## src/rtl/inspector_lane_arbiter.sv

```systemverilog
// Round-robin packet arbiter/framer: A5A5A5A5 preamble, one 256-bit packet from the granted lane, zero gap.
// Latency: req seen in IDLE at edge E0 -> preamble bit 31 on data_out in cycle after E0; req is level, no backpressure.
module inspector_lane_arbiter #(
  parameter int N_LANES  = 4,
  parameter int GAP_BITS = 8
) (
  input  logic               i_clk,
  input  logic               i_rst,
  input  logic [N_LANES-1:0] i_req,
  input  logic [N_LANES-1:0] i_lane_data,
  output logic [N_LANES-1:0] o_grant,
  output logic [N_LANES-1:0] o_lane_rd,
  output logic               o_data_out,
  output logic               o_frame_start,
  output logic               o_busy,
  output logic [2:0]         o_grant_id,
  output logic [31:0]        o_frames_sent
);

  typedef enum logic [1:0] {S_IDLE, S_PREAMBLE, S_PAYLOAD, S_GAP} state_t;

  localparam logic [31:0] PREAMBLE = 32'hA5A5_A5A5;
  localparam logic [7:0]  GAP_LAST = 8'(GAP_BITS - 1);

  state_t             r_state;
  logic [8:0]         r_bit_cnt;
  logic [7:0]         r_gap_cnt;
  logic [N_LANES-1:0] r_grant;
  logic [2:0]         r_grant_id;
  logic [2:0]         r_rr_ptr;
  logic               r_data_out;
  logic               r_frame_start;
  logic               r_busy;
  logic               r_arb_ok;
  logic [31:0]        r_frames_sent;

  logic [7:0]         w_req_pad;
  logic [7:0]         w_data_pad;
  logic [7:0]         w_win_oh;
  logic [2:0]         w_idx;
  logic [2:0]         w_win_id;
  logic               w_win_vld;
  logic               w_done;
  logic               w_pre_bit;
  logic               w_lane_bit;

  assign w_req_pad  = 8'(i_req);
  assign w_data_pad = 8'(i_lane_data);

  // Descending scan so the lane closest above rr_ptr is the last to write, i.e. wins.
  always_comb begin
    w_win_vld = 1'b0;
    w_win_id  = 3'd0;
    w_idx     = 3'd0;
    for (int k = N_LANES; k >= 1; k--) begin
      w_idx = 3'((int'(r_rr_ptr) + k) % N_LANES);
      if (w_req_pad[w_idx]) begin
        w_win_vld = 1'b1;
        w_win_id  = w_idx;
      end
    end
  end

  assign w_win_oh   = 8'd1 << w_win_id;
  assign w_done     = (r_state == S_PAYLOAD) && (r_bit_cnt == 9'd255);
  assign w_pre_bit  = PREAMBLE[~r_bit_cnt[4:0]];
  assign w_lane_bit = w_data_pad[r_grant_id];

  // r_arb_ok keeps the first IDLE cycle after a frame non-arbitrating, so at least one zero bit separates frames.
  always_ff @(posedge i_clk) begin
    if (i_rst) begin
      r_state       <= S_IDLE;
      r_bit_cnt     <= 9'd0;
      r_gap_cnt     <= 8'd0;
      r_grant       <= '0;
      r_grant_id    <= 3'd0;
      r_rr_ptr      <= 3'(N_LANES - 1);
      r_data_out    <= 1'b0;
      r_frame_start <= 1'b0;
      r_busy        <= 1'b0;
      r_arb_ok      <= 1'b1;
      r_frames_sent <= 32'd0;
    end else begin
      r_frame_start <= 1'b0;
      r_frames_sent <= r_frames_sent + {31'd0, w_done};
      case (r_state)
        S_IDLE: begin
          r_data_out <= 1'b0;
          r_arb_ok   <= 1'b1;
          if (r_arb_ok && w_win_vld) begin
            r_state       <= S_PREAMBLE;
            r_grant       <= w_win_oh[N_LANES-1:0];
            r_grant_id    <= w_win_id;
            r_rr_ptr      <= w_win_id;
            r_data_out    <= PREAMBLE[31];
            r_frame_start <= 1'b1;
            r_busy        <= 1'b1;
            r_bit_cnt     <= 9'd1;
          end
        end
        S_PREAMBLE: begin
          r_data_out <= w_pre_bit;
          if (r_bit_cnt == 9'd31) begin
            r_state   <= S_PAYLOAD;
            r_bit_cnt <= 9'd0;
          end else begin
            r_bit_cnt <= r_bit_cnt + 9'd1;
          end
        end
        S_PAYLOAD: begin
          r_data_out <= w_lane_bit;
          r_bit_cnt  <= r_bit_cnt + 9'd1;
          if (w_done) begin
            r_grant   <= '0;
            r_gap_cnt <= 8'd0;
            r_arb_ok  <= 1'b0;
            if (GAP_BITS == 0) begin
              r_state <= S_IDLE;
              r_busy  <= 1'b0;
            end else begin
              r_state <= S_GAP;
            end
          end
        end
        S_GAP: begin
          r_data_out <= 1'b0;
          if (r_gap_cnt == GAP_LAST) begin
            r_state <= S_IDLE;
            r_busy  <= 1'b0;
          end else begin
            r_gap_cnt <= r_gap_cnt + 8'd1;
          end
        end
        default: r_state <= S_IDLE;
      endcase
    end
  end

  assign o_grant       = r_grant;
  assign o_lane_rd     = (r_state == S_PAYLOAD) ? r_grant : '0;
  assign o_data_out    = r_data_out;
  assign o_frame_start = r_frame_start;
  assign o_busy        = r_busy;
  assign o_grant_id    = r_grant_id;
  assign o_frames_sent = r_frames_sent;

endmodule

```

## config.mk

```make
export PLATFORM = sky130hd
export DESIGN_NAME = inspector_lane_arbiter
export DESIGN_NICKNAME = d
export VERILOG_FILES = /design/src/rtl/inspector_lane_arbiter.sv
export SDC_FILE = /design/constraint.sdc
export NUM_CORES = 1
export LEC_CHECK = 0
export BUFFER_PORTS_ARGS = -buffer_cell sky130_fd_sc_hd__buf_4
export CAP_MARGIN = 20
export CORE_UTILIZATION = 56
export DETAILED_ROUTE_END_ITERATION = 6
export PLACE_DENSITY = 0.79
export SETUP_SLACK_MARGIN = 0.2
export SYNTH_ARGS = -nofsm -noshare
export SYNTH_HDL_FRONTEND = slang
export SYNTH_SLANG_ARGS = --single-unit
```

## constraint.sdc

```tcl
create_clock -name i_clk -period 3.2 [get_ports i_clk]
set_input_delay 0.16 -clock i_clk [delete_from_list [all_inputs] [get_ports i_clk]]
set_output_delay 0.16 -clock i_clk [all_outputs]
set_load 0.005 [all_outputs]
```

## Word level (Yosys, flattened, before mapping)

Memory sizes are Yosys's and may differ from the RTL's.
Cells that the tools add are included.

- Logic and storage cells: 103
- Memories kept: 1
- Bits of input ports: 10
- Bits in registers: 64
- ROM bits: 32

Memories:

| memory | words | width | read ports | clocked after memory_dff | write ports | line | RTL |
|---|---|---|---|---|---|---|---|
| (no name shown) | 32 | 1 | 1 | 0 | 0 | 66 | `assign w_pre_bit = PREAMBLE[~r_bit_cnt[4:0]];` |

- Add/sub/neg operators: 7
- Shifts and indexed selects: 1
- Equality and inequality tests: 11
- Magnitude comparators: 6
- Mux-type cells: 41
- Reduce and logical (&&, ||, !) cells: 19
- Bitwise operators: 6

Operators with widths:

| cell | number |
|---|---|
| 32-bit by 1-bit adder with 32-bit output | 1 |
| 9-bit case mux with 3 select lines | 1 |
| 3-bit by 4-bit less-than comparator with 1-bit output, second input constant | 5 |
| 9-bit 2-to-1 mux | 2 |
| 8-bit 2-to-1 mux | 2 |
| 8-bit case mux with 2 select lines | 1 |
| 1-bit binary-select mux with 3-bit select | 5 |
| 1-bit 2-to-1 mux | 14 |
| 3-bit 2-to-1 mux | 4 |
| 4-bit 2-to-1 mux | 3 |
| 2-bit inequality test, second input constant | 5 |
| 2-bit OR reduction | 5 |
| 9-bit by 1-bit adder with 9-bit output, second input constant | 1 |
| 9-bit by 5-bit == test with 1-bit output, second input constant | 1 |
| 9-bit by 8-bit == test with 1-bit output, second input constant | 1 |
| 3-bit AND reduction | 3 |
| 8-bit by 1-bit adder with 8-bit output, second input constant | 1 |
| 8-bit by 3-bit == test with 1-bit output, second input constant | 1 |
| 2-bit 2-to-1 mux | 4 |
| 2-bit case mux with 4 select lines | 1 |
| 4-bit case mux with 2 select lines | 1 |
| 5-bit by 6-bit less-than comparator with 1-bit output, second input constant | 1 |
| 2-bit AND reduction | 3 |
| 2-bit nonzero test | 3 |
| other kinds (14) | 22 |

## Depth between registers and ports, before layout

- Word-level depth: 12
- Depth in mapped cells: 13
- Mapped depth without buffers: 11

## Worst setup path after synthesis

Ideal clock, no wire load.

- Path type: reg2reg
- From: register r_bit_cnt[0]
- To: register r_frames_sent[30], in the netlist o_frames_sent[30]
- Buffers on the path: 2
- Setup time: 0.121 ns
- Period minus slack after synthesis: 2.852 ns
- Setup slack: 0.348 ns
- Required time: 3.079 ns
- Stages on the path, launching flop included: 14
- Data arrival time: 2.732 ns
- Cells stage by stage: dfxtp_1 ha_1 and4_1 and4_1 ha_1 and2_1 ha_1 ha_1 and3_1 buf_2 nand2_1 clkbuf_1 nor3_1 mux2_2

- Longest elaborated chain between the ends: 3

Ends and longest elaborated chain:

| what | line | RTL |
|---|---|---|
| start, declared | 26 | `logic [8:0] r_bit_cnt;` |
| start signal, assigned | 107 | `r_bit_cnt <= r_bit_cnt + 9'd1;` |
| start signal, assigned | 112 | `r_bit_cnt <= r_bit_cnt + 9'd1;` |
| 9-bit by 8-bit == test with 1-bit output | 65 | `assign w_done = (r_state == S_PAYLOAD) && (r_bit_cnt == 9'd255);` |
| 1-bit logical AND | 65 |  |
| 32-bit by 1-bit adder with 32-bit output | 85 | `r_frames_sent <= r_frames_sent + {31'd0, w_done};` |
| end signal, assigned | 85 |  |
| end, declared | 35 | `logic [31:0] r_frames_sent;` |

Every way passes these cells.
A chain may end at the register's enable or synchronous reset.

## Final worst setup path

- From: register r_bit_cnt[0]
- To: register r_frames_sent[18], in the netlist o_frames_sent[18]

Same word-level chain as after synthesis.

==> results.ini <==
[placement]
io_buffers=54
dp_hpwl_um=5290
place.gp.congestion=0.845

[timing]
finalHoldViolations=0
skew_ps=5.71
min_period_ps=2890
drv_slew=0
fin_crit_sh_pct=90.2
fin_setup_tns_ps=0
worst_pin_slew_ps=689
setup_violations=0
fmax_mhz=346
relSlewSlack_pct=53.8
rsz0062_at_grt=false

[die]
pin_count=56
dieArea_sq_um=6250
die_h_um=79.1
initial_core_util_pct=59.3
die_x_um=79.1
rows=27
design.core.area_sq_um=5610

[route]
viasPerCell=6.11
drt_iter0_markers=115
wire_per_inst_um=15.5
num_vias=3090
antenna_left=0
wirelength_um=7860
drc=0
dr.pass1.iters=5

[yosys]
seq_area_frac_synth_pct=37.9
yosys_warnings=0
synthFlopType=dfxtp_1
synth_cell_types=62
yosys.area_share.simple_pct=26.1
synthAdderAreaFrac_pct=3.76
synthCells=385
synth_compound_gate_area_share_pct=20.5
synth_edf_count=0
ys_ff_latch=63
synth_mux_area_share_pct=2.56
synthesis.area_sq_um=3330
async_flop_share_pct=0
synthXorXnorAreaFrac_pct=4.21
avgSynthCellArea_sq_um=8.64
synth_fp_nets=405
synth_top_family_by_area=simple AND/OR/NAND/NOR gates

[setup_path]
worstSetupPathType=flip-flop to flip-flop
cp-startpoint=r_bit_cnt[0]
cp.arrival_ps=3150
critPathSlowestCell=or4_2
critPathCapture=o_frames_sent[18]
path_cells=ha_2 > and4_4 > and4_1 > ha_2 > and2_4 > ha_1 > ha_1 > and3_4 > nand3_1 > or4_2 > a21oi_1
r2r_end=o_frames_sent[18]
cp-end-kind=flip-flop
worst_ep_required_time_ps=3460
rrSetupSlack_ps=310
crit_fanout=6
crit_family=simple AND/OR/NAND/NOR gates
worst_setup_path_start_kind=flip-flop
cp.depth=11
regToRegStartpoint=r_bit_cnt[0]
critical_path.max_stage_delay_ps=560
cp_num_buf_inv=0
rr_worst_depth=11

[cts]
clk_pin_slew_ps=70
cts_tree=done
clock_path_buffers=2
worstSkewPairLatency_ps=330
clock-sinks=63
htreeDepth=3
cts_root_buffer=clkbuf_8
cts_buffers=9

[grt]
grt_max_degree=56
antenna_found_initial=0
grt_pass1_vias=2865
grt_pass1_wl_um=13000
grt-ovfl-total=0
track_usage_pct=26.6

[run]
maxCapViolations=0

[power]
powerDensity_nw_per_um2=587
p_leak_nw=1.53
p_total_mw=2.35
max-vdd-ir-drop_v=0.000496

[min_path]
holdCritPathClass=input port to flip-flop

[layout]
final_common_cell=dfxtp_1
final_core_util_pct=71.2
area_delta_synth_final_pct=20.0
antenna_cells=0
final_cell_mix=62 x dfxtp_1, 58 x buf_4, 28 x nand2_1, 24 x nor2_1
finalNetCount=450
drive_gt1_share_pct=21.4

[status]
status=finished, final reports clean

==> logic make-up (layout without fill, tap and decap cells) <==
kind of cell	after synthesis	in the layout
AOI/OAI and AO/OA	97	97
muxes	7	7
adders and majority gates	10	10
DFF	63	63
xor gates and xnor gates	16	16
other	1	1
buffers and inverters	38	87
and+or+nand+nor	153	153
==> where the power goes <==
part / switching (mW) / internal (mW)
clock network: 0.297 / 0.497
registers: 0.0606 / 0.852
logic: 0.388 / 0.250
==> Yosys cell counts (all sizes together), types with 2 or more instances <==
master	n	area, sq um
a21oi	22	110
and3	3	20.0
mux2i	4	40.0
a21boi	8	60.1
nand3	22	110
ha	10	125
or3	3	18.8
o21ai	11	55.1
o2111ai	8	70.1
nand2b	2	12.5
nor2	24	90.1
xor2	9	78.8
o311ai	4	35.0
o31ai	14	105
a41oi	2	17.5
o41ai	5	43.8
o21a	2	15.0
nor3b	2	15.0
nand3b	2	15.0
mux2	2	22.5
o211ai	2	15.0
a21o	4	30.0
clkbuf	14	52.6
nor2b	8	50.1
buf	10	57.6
or4	15	118
nor4	4	31.3
nand2	30	113
xnor2	7	61.3
nor3	6	30.0
nand4	11	81.3
and4	10	88.8
inv	14	52.6
a211oi	4	30.0
dfxtp	63	1260
and2	9	56.3
==> sequential cells by signal, indices dropped and copies added, names as in the netlist <==
name / cells
o_grant: 4
r_gap_cnt: 8
r_state: 2
r_rr_ptr: 2
o_grant_id: 2
o_data_out: 1
o_frame_start: 1
r_arb_ok: 1
o_frames_sent: 32
o_busy: 1
r_bit_cnt: 9
==> worst min-delay path by stage <==
stage,from,slack [ps],cells past startpoint,end
4_1_cts,i_req[0],280,4,o_grant[2]
2_1_floorplan,o_data_out,440,0,o_data_out
3_3_place_gp,r_gap_cnt[1],460,2,r_gap_cnt[1]
6_report,i_req[0],290,4,o_grant[2]
5_1_grt,i_req[0],300,4,o_grant[2]
3_5_place_dp,r_bit_cnt[8],460,2,r_bit_cnt[8]
==> what timing repair did <==
action | in CTS | in global routing
hold endpoints to repair | 0 | 0
gates resized for setup | 2 | 7
setup buffers | 0 | 0
hold buffers | 0 | 0
setup endpoints to repair | 11 | 12
==> tightest hold or removal path: stages <==
cell	delay, ps
buf_4	130
inv_1	90
a21o_1	140
o41ai_1	60
==> stage by stage <==
step	hold WS, ps	area, sq um	cells	worst slack, ps
CTS	278	3980	506	225
global placement	460	3740	491	301
floorplan	444	3330	385	348
global route	297	3990	506	156
detailed placement	465	3740	491	191
finish	292	3990	506	313
==> layout make-up <==
class,count,area [sq um]
Clock buffer,12,165
Tap cell,72,90.1
Timing Repair Buffer,58,435
Inverter,14,52.6
Clock inverter,3,65.1
Sequential cell,63,1260
Fill cell,447,1610
Multi-Input combinational cell,284,1920
==> layer usage <==
layer	track usage (%)	routed length, um	vias to the layer above
met1	33.5	3590	1454
met3	9.31	478	8
li1	-	-	1539
met5	0	0	-
met2	42.4	3700	89
met4	8.55	85	0
Power figures use the tool's default switching activity.
